[src/rtl/custom_sched_pkg.sv]
// custom_sched_pkg: shared state encoding and default constants for the convolution layer scheduler
package custom_sched_pkg;
    typedef enum logic [2:0] {
        S_IDLE  = 3'd0,
        S_CLEAR = 3'd1,
        S_LOAD  = 3'd2,
        S_FLUSH = 3'd3,
        S_MAC   = 3'd4,
        S_STORE = 3'd5,
        S_NEXT  = 3'd6,
        S_DONE  = 3'd7
    } sched_state_t;
    localparam int DEF_NUM_TILES    = 4;
    localparam int DEF_FLUSH_CYCLES = 1;
    localparam int DEF_MAC_CYCLES   = 3;
    localparam int DEF_NUM_OUT      = 4;
    localparam int LOADER_STAGES    = 27;
endpackage

[src/rtl/custom_sched_step_cnt.sv]
// custom_sched_step_cnt: loadable down-counter with zero flag timing FLUSH, MAC and STORE phases
// Ports: clk, rst (async active-low), load/load_val (reload), dec (count down), zero (count is 0)
module custom_sched_step_cnt #(
    parameter int W = 4
) (
    input  logic         clk,
    input  logic         rst,
    input  logic         load,
    input  logic         dec,
    input  logic [W-1:0] load_val,
    output logic         zero
);
    logic [W-1:0] cnt;
    always_ff @(posedge clk or negedge rst) begin
        if (!rst) cnt <= '0;
        else if (load) cnt <= load_val;
        else if (dec) cnt <= cnt - W'(1);
    end
    assign zero = cnt == '0;
endmodule

[src/rtl/custom_conv_scheduler.sv]
// custom_conv_scheduler: per-layer sequencer driving loader, MAC array and output memory, tile by tile
// Ports: clk, rst (async active-low), start_i/abort_i (host control), loader_done_i (loader finished),
//   loader_en_o, acc_clr_o, mac_en_o, wr_en_o/wr_sel_o/wr_addr_o (output memory), tile_idx_o, busy_o, done_o.
// Optional CUSTOM_SCHED_PERF_EN adds perf_cycles_o, the busy-cycle count of the last/current layer.
module custom_conv_scheduler
    import custom_sched_pkg::*;
#(
    parameter int NUM_TILES    = DEF_NUM_TILES,
    parameter int FLUSH_CYCLES = DEF_FLUSH_CYCLES,
    parameter int MAC_CYCLES   = DEF_MAC_CYCLES,
    parameter int NUM_OUT      = DEF_NUM_OUT,
    parameter int OUT_ADDR_W   = 6
) (
    input  logic                  clk,
    input  logic                  rst,
    input  logic                  start_i,
    input  logic                  abort_i,
    input  logic                  loader_done_i,
    output logic                  loader_en_o,
    output logic                  acc_clr_o,
    output logic                  mac_en_o,
    output logic                  wr_en_o,
    output logic [1:0]            wr_sel_o,
    output logic [OUT_ADDR_W-1:0] wr_addr_o,
    output logic [3:0]            tile_idx_o,
    output logic                  busy_o,
    output logic                  done_o
`ifdef CUSTOM_SCHED_PERF_EN
    ,
    output logic [15:0]           perf_cycles_o
`endif
);
    sched_state_t state;
    logic         cnt_load, cnt_dec, cnt_zero;
    logic [3:0]   cnt_val;

    // The step counter is reloaded on each phase entry with (duration-1) and the phase ends when it reads zero.
    always_comb begin
        cnt_load = (state == S_LOAD && loader_done_i) || ((state == S_FLUSH || state == S_MAC) && cnt_zero);
        cnt_dec  = (state == S_FLUSH || state == S_MAC || state == S_STORE) && !cnt_zero;
        cnt_val  = state == S_LOAD  ? 4'(FLUSH_CYCLES - 1) :
                   state == S_FLUSH ? 4'(MAC_CYCLES - 1) : 4'(NUM_OUT - 1);
    end

    custom_sched_step_cnt #(.W(4)) u_step (
        .clk      (clk),
        .rst      (rst),
        .load     (cnt_load),
        .dec      (cnt_dec),
        .load_val (cnt_val),
        .zero     (cnt_zero)
    );

    // Outputs are assigned together with the state they belong to, so they are all registered.
    always_ff @(posedge clk or negedge rst) begin
        if (!rst) begin
            state       <= S_IDLE;
            loader_en_o <= 1'b0;
            acc_clr_o   <= 1'b0;
            mac_en_o    <= 1'b0;
            wr_en_o     <= 1'b0;
            wr_sel_o    <= '0;
            wr_addr_o   <= '0;
            tile_idx_o  <= '0;
            busy_o      <= 1'b0;
            done_o      <= 1'b0;
        end else if (abort_i) begin
            state       <= S_IDLE;
            loader_en_o <= 1'b0;
            acc_clr_o   <= 1'b0;
            mac_en_o    <= 1'b0;
            wr_en_o     <= 1'b0;
            wr_sel_o    <= '0;
            wr_addr_o   <= '0;
            tile_idx_o  <= '0;
            busy_o      <= 1'b0;
            done_o      <= 1'b0;
        end else begin
            acc_clr_o <= 1'b0;
            done_o    <= 1'b0;
            case (state)
                S_IDLE: if (start_i) begin
                    state      <= S_CLEAR;
                    tile_idx_o <= '0;
                    acc_clr_o  <= 1'b1;
                    busy_o     <= 1'b1;
                end
                S_CLEAR: begin
                    state       <= S_LOAD;
                    loader_en_o <= 1'b1;
                end
                S_LOAD: if (loader_done_i) begin
                    state       <= S_FLUSH;
                    loader_en_o <= 1'b0;
                end
                S_FLUSH: if (cnt_zero) begin
                    state    <= S_MAC;
                    mac_en_o <= 1'b1;
                end
                S_MAC: if (cnt_zero) begin
                    state     <= S_STORE;
                    mac_en_o  <= 1'b0;
                    wr_en_o   <= 1'b1;
                    wr_sel_o  <= '0;
                    wr_addr_o <= OUT_ADDR_W'({tile_idx_o, 2'b00});
                end
                S_STORE: if (cnt_zero) begin
                    state   <= S_NEXT;
                    wr_en_o <= 1'b0;
                end else begin
                    wr_sel_o  <= wr_sel_o + 2'd1;
                    wr_addr_o <= wr_addr_o + OUT_ADDR_W'(1);
                end
                S_NEXT: if (tile_idx_o == 4'(NUM_TILES - 1)) begin
                    state  <= S_DONE;
                    done_o <= 1'b1;
                end else begin
                    state      <= S_CLEAR;
                    tile_idx_o <= tile_idx_o + 4'd1;
                    acc_clr_o  <= 1'b1;
                end
                S_DONE: begin
                    state  <= S_IDLE;
                    busy_o <= 1'b0;
                end
                default: state <= S_IDLE;
            endcase
        end
    end

`ifdef CUSTOM_SCHED_PERF_EN
    // Counts the edges spent busy up to the DONE cycle, so the DONE-cycle value equals the layer latency.
    always_ff @(posedge clk or negedge rst) begin
        if (!rst) perf_cycles_o <= '0;
        else if (abort_i) perf_cycles_o <= perf_cycles_o;
        else if (state == S_IDLE && start_i) perf_cycles_o <= '0;
        else if (state != S_IDLE && state != S_DONE) perf_cycles_o <= perf_cycles_o + 16'd1;
    end
`endif
endmodule

[config.mk]
export PLATFORM = sky130hd
export DESIGN_NAME = custom_conv_scheduler
export DESIGN_NICKNAME = d
export VERILOG_FILES = /design/src/rtl/custom_sched_pkg.sv /design/src/rtl/custom_sched_step_cnt.sv /design/src/rtl/custom_conv_scheduler.sv
export SDC_FILE = /design/constraint.sdc
export NUM_CORES = 1
export LEC_CHECK = 0
export CELL_PAD_IN_SITES_DETAIL_PLACEMENT = 1
export CELL_PAD_IN_SITES_GLOBAL_PLACEMENT = 1
export CORE_MARGIN = 2
export CORE_UTILIZATION = 44
export DETAILED_ROUTE_END_ITERATION = 7
export GPL_TIMING_DRIVEN = 0
export PLACE_DENSITY = 0.91
export SYNTH_ARGS = -nofsm -noshare
export SYNTH_HDL_FRONTEND = slang
export SYNTH_SLANG_ARGS = --single-unit
[constraint.sdc]
create_clock -name clk -period 4.69 [get_ports clk]
set_input_delay 0.7035 -clock clk [delete_from_list [all_inputs] [get_ports clk]]
set_output_delay 0.7035 -clock clk [all_outputs]
set_load 0.005 [all_outputs]
==> results.ini <==
[setup_path]
path_delay_family = simple AND/OR/NAND/NOR gates
r2r_cells = 7
crit_chain = inv_1, ha_1, nor3b_4, buf_2, a21oi_1, o21ai_0, nor2_1
path_max_fanout = 10
worst-path-buf-inv = 2
cp.depth = 7
path_class = register to register
r2r_end = u_step.cnt[3]
cp-start-kind = register
crit_arrival_ns = 2.42
critical_path_required_ns = 4.91
crit_slowest_cell = dfrtp_1
r2r-start = u_step.cnt[0]
crit_path_end_kind = register
critPathLaunch = u_step.cnt[0]
max_stage_delay_ns = 0.44
rrSetupSlack_ns = 2.49

[floorplan]
start_util = 0.468
fp-row-count = 21
die-area_sq_mm = 0.00410
die_h_um = 64.1
die_w_um = 64.1
core-area_sq_mm = 0.00339
pin_count = 23

[grt]
grt_pass1_wl_mm = 8.35
overflow = 0
grt_usage = 0.258
grt_pass1_vias = 1636
antenna_found_initial = 0
grt_max_degree = 26

[sta]
fin_hold_ws_ns = 0.570
tightest_slew_ns = 1.18
maxSlewHeadroom = 0.214
fmax_ghz = 0.455
period_share = 0.468
hold_viol = 0
setup_violations = 0
fin_ws_ns = 2.49
slew_viol_final = 0
setup_tns_ns = 0
rsz0062_at_grt = false
fin_worst_skew_ns = 0.00867
period_needed_ns = 2.20

[cells_and_area]
layout-drive-gt1-share = 0.0670
fin_area_sq_mm = 0.00189
antenna_cells = 0
final_common_cell = dfrtp_1
fin_nets = 219
instances_no_fill = 255
layout_common_cells = dfrtp_1 (25), clkdlybuf4s50_1 (22), o21ai_0 (20), a21oi_1 (17), nand2_1 (14)
finish.utilization = 0.559
syn_to_final_growth_pct = 19.2

[synthesis]
ys_seq_elements = 25
synthDistinctLibCells = 45
synth_flop_cell = dfrtp_1
ys_warn_count = 0
syn_area_sq_mm = 0.00159
async_reset_ff_frac = 1.00
synth_edf_count = 0
syn_inst = 183
ys_seq_area_frac = 0.394
syn_nets = 192
avgSynthCellArea_sq_um = 8.68

[drt]
ant_nets = 0
vias = 1554
totalWireLength_mm = 4.82
route.detailed.wl_per_inst_um = 18.9
drt_first_pass_iters = 4
dr.first_iter.drc_count = 100
drcViolationCount = 0
vias_per_cell = 6.09

[placement]
place.detailed.hpwl_mm = 3.48
place_area_sq_mm = 0.00187
placedCellCount = 251
port-buffer-count = 22
place.gp.congestion = 0.840
dpl_worst_slack_ns = 2.20

[pwr]
p_leak_nw = 0.751
finalPower_uw = 557
powerDensity_mw_per_mm2 = 294
max-vdd-ir-drop_mv = 0.160

[hold_path]
min-delay-start = loader_en_o
worstHoldPathType = register to register
hold_end = loader_en_o
holdPathStages = 2

[clock_network]
cts_made_buffers = 3
cts_tree = yes
cts_buffer_depth = 2
clk_latency_ns = 0.33
clock-root-buffer = clkbuf_4
cts_resized = 0
cts.hold.buffers_added = 0
post-cts-setup-buffers = 0
clkSlewWorstSetupHoldPaths_ns = 0.14
cts.sinks = 25
h-tree-depth = 1

[status]
status = completed

[flow_run]
cap_violations = 0

-- layer usage --
metal  vias to the layer above  share of wire  track usage
met5                         -              0            0
met4                         0          0.011       0.0788
met3                         8          0.035       0.0264
met2                        43           0.51        0.460
met1                       776           0.45        0.328
li1                        727              -            -
-- cell type report --
type	count	area, sq um
multi-input combinational	141	885
inverter	5	18.8
tap	46	57.6
clock buffer	3	22.5
clock inverter	1	5.00
buffer	12	58.8
sequential	25	626
fill	417	1500
timing repair buffer	22	220
-- cell usage after synthesis (all sizes together), types with 2 or more instances --
cell | count | area, sq um
nor2b | 4 | 25.0
ha | 4 | 50.1
nor3b | 2 | 26.3
o21ai | 20 | 100
buf | 8 | 43.8
nor4 | 2 | 12.5
nor3 | 5 | 25.0
and3 | 4 | 25.0
a2111oi | 2 | 25.0
inv | 5 | 18.8
a31oi | 3 | 18.8
dfrtp | 25 | 626
nand3b | 3 | 22.5
nand2 | 14 | 52.6
a311oi | 4 | 41.3
nand3 | 10 | 50.1
o2bb2ai | 2 | 17.5
a21o | 2 | 15.0
nor4b | 3 | 26.3
nor2 | 13 | 48.8
a21oi | 17 | 85.1
mux2i | 3 | 30.0
clkbuf | 4 | 15.0
nand2b | 7 | 43.8
or3b | 2 | 17.5
-- worst max-delay path by stage --
stage	slack, ns	to
2_1_floorplan	2.88	wr_addr_o[5]
3_5_place_dp	2.20	tile_idx_o[2]
4_1_cts	2.50	u_step.cnt[3]
5_1_grt	2.34	u_step.cnt[3]
6_report	2.49	u_step.cnt[3]
3_3_place_gp	2.37	tile_idx_o[2]
-- logic make-up (layout without fill, tap and decap cells) --
family | Yosys count | in the layout | share of synthesized area
xor gates and xnor gates | 1 | 1 | 0.00552
adders and majority gates | 4 | 4 | 0.0315
buffers and inverters | 17 | 43 | 0.0489
AOI/OAI and AO/OA | 59 | 59 | 0.239
and+or+nand+nor | 74 | 74 | 0.262
muxes | 3 | 3 | 0.0189
DFF | 25 | 25 | 0.394
-- sequential cells by signal (all words and copies together) (netlist names) --
name	cells
loader_en_o	1
done_o	1
wr_en_o	1
mac_en_o	1
u_step.cnt	4
wr_sel_o	2
wr_addr_o	6
acc_clr_o	1
busy_o	1
state	3
tile_idx_o	4
-- report_power, final --
part | switching, mW | internal [mW]
registers | 0.0229 | 0.236
clock network | 0.0708 | 0.0320
logic | 0.118 | 0.0779
-- worst min-delay path, delay by kind of cell (launching register included) --
family,cells,cell delay [ns]
flip-flops,1,0.43
AND/OR/NAND/NOR,1,0.06
AO/OA/AOI/OAI,1,0.06
Power figures use the tool's default switching activity.
==> edit: new RTL, same flow settings <==
One comparison of `tile_idx_o` changes from == to >=.
--- a/src/rtl/custom_conv_scheduler.sv
+++ b/src/rtl/custom_conv_scheduler.sv
@@ -112,5 +112,5 @@
                     wr_addr_o <= wr_addr_o + OUT_ADDR_W'(1);
                 end
-                S_NEXT: if (tile_idx_o == 4'(NUM_TILES - 1)) begin
+                S_NEXT: if (tile_idx_o >= 4'(NUM_TILES - 1)) begin
                     state  <= S_DONE;
                     done_o <= 1'b1;
Formal check against the unedited RTL: same outputs for any inputs over 10 cycles, from zero or initial values and one cycle with rst low; that may be too few to reach the edited logic, so the function may still have changed.
==> edit against the unedited design <==
- setup slack gained 0.11 ns
- sequential power grew 5%
- sequential cell count is the same
- clock skew grew 0.0026 ns
- design area shrank 2.9%
- power grew 21%
- wire length shrank 7.7%
- via count shrank 8.6%
- area after synthesis shrank 3.6%
- critical endpoint is now u_step.cnt[1]
==> edit: results (changes against the unedited design) <==
[run_status]
status=finished, final reports clean  ; unchanged

[cts]
cts-resized-gates=0  ; unchanged
clkLatencyLatePin_ns=0.35  ; was 0.33 ns

[min_path]
whs_path_depth=2  ; unchanged
hold_end=wr_en_o  ; was loader_en_o

[grt]
use_met1_pct=28.8  ; was 32.8%
grt_pass1_vias=1518  ; was 1636
grt_pass1_wl_um=7420  ; was 8350 um
grtUsageMet2_pct=43.2  ; was 46.0%
gr-usage-met3_pct=1.80  ; was 2.64%

[placement]
dpl.cell_count=231  ; was 251
dp_slack_ns=2.54  ; was 2.20 ns
routabilityCongestion=0.833  ; was 0.840

[critical_path]
path_max_fanout=9  ; was 10
r2r-start=u_step.cnt[0]  ; unchanged
rrSetupSlack_ns=2.61  ; was 2.49 ns
r2r_end=u_step.cnt[1]  ; was u_step.cnt[3]
rr_worst_depth=6  ; was 7

[cells_and_area]
fillerInstances=404  ; was 417
fin_nets=199  ; was 219
drive_gt1_share_pct=10.6  ; was 6.70%

[sta]
hold_ws_ns=0.575  ; was 0.570 ns
clock_skew_ns=0.0113  ; was 0.00867 ns
slew-limit-headroom_pct=22.7  ; was 21.4%

[logic_synthesis]
avgSynthCellArea_um2=9.39  ; was 8.68 um2
synth.area.top_cells=dfrtp_1, a21oi_1, ha_1  ; was dfrtp_1, o21ai_0, a21oi_1
yosysWarnings=0  ; unchanged
ys_top_cells_by_count=dfrtp_1, a21oi_1, nand2_1, nor2_1, o21ai_0  ; was dfrtp_1, o21ai_0, a21oi_1
synth_cell_types=50  ; was 45
synth_fp_nets=172  ; was 192

[routing]
vias=1420  ; was 1554
wl_met3_um=153  ; was 167 um
routed_via_density=6.04  ; was 6.09
wl_met2_um=2340  ; was 2440 um
dr.first_iter.drc_count=101  ; was 100
routed_wl_um=4450  ; was 4820 um

[pwr]
ir_drop_mv=0.198  ; was 0.160 mV
p_sw_mw=0.281  ; was 0.211 mW
p_leak_nw=0.768  ; was 0.751 nW

-- edit: layout make-up --
class	instances	area share (%)
repair buffers	22	12.0
well taps	46	3.13
flip-flops and latches	25	34.0
multi-input cells	122	44.2
clock buffers	3	1.23
inverters	6	1.23
plain buffers	10	3.74
clock inverters	1	0.408
-- edit: through the flow --
| stage | util, % | cell area [um2] |
|---|---|---|
| final | 55.1 | 1840 |
| after global placement | 54.2 | 1810 |
| after CTS | 55.1 | 1840 |
| after global routing | 55.1 | 1840 |
| after detailed placement | 54.2 | 1810 |
| after floorplan | - | 1530 |
-- edit: worst max-delay path by stage --
stage / end / slack [ns] / depth (start not counted)
3_5_place_dp: state[0] / 2.54 / 4
2_1_floorplan: state[1] / 3.09 / 7
3_3_place_gp: tile_idx_o[3] / 2.58 / 1
6_report: u_step.cnt[1] / 2.61 / 6
5_1_grt: u_step.cnt[0] / 2.47 / 7
4_1_cts: tile_idx_o[2] / 2.62 / 1
-- edit: power by group through the flow --
| stage | clock (mW) | combinational [mW] | sequential (mW) |
|---|---|---|---|
| 3_3_place_gp | 0 | 0.272 | 0.273 |
| 5_1_grt | 0.117 | 0.322 | 0.275 |
| 2_1_floorplan | 0 | 0.204 | 0.270 |
| 6_report | 0.107 | 0.293 | 0.272 |
| 3_5_place_dp | 0 | 0.290 | 0.275 |
| 4_1_cts | 0.112 | 0.294 | 0.271 |
-- edit: critical path: cells and delay by family (launching register included) --
family,cells,cell delay [ns]
flip-flops,1,0.49
AO/OA/AOI/OAI,2,0.43
adder cells (fa/ha/maj),1,0.19
buffers and inverters,1,0.17
AND/OR/NAND/NOR,2,0.75
-- edit: logic make-up after synthesis --
family | synth area share, %
buf+inv | 5.97
mux | 3.43
fa+ha+maj | 3.27
flops | 40.9
compound gates | 24.9
simple gates | 21.6
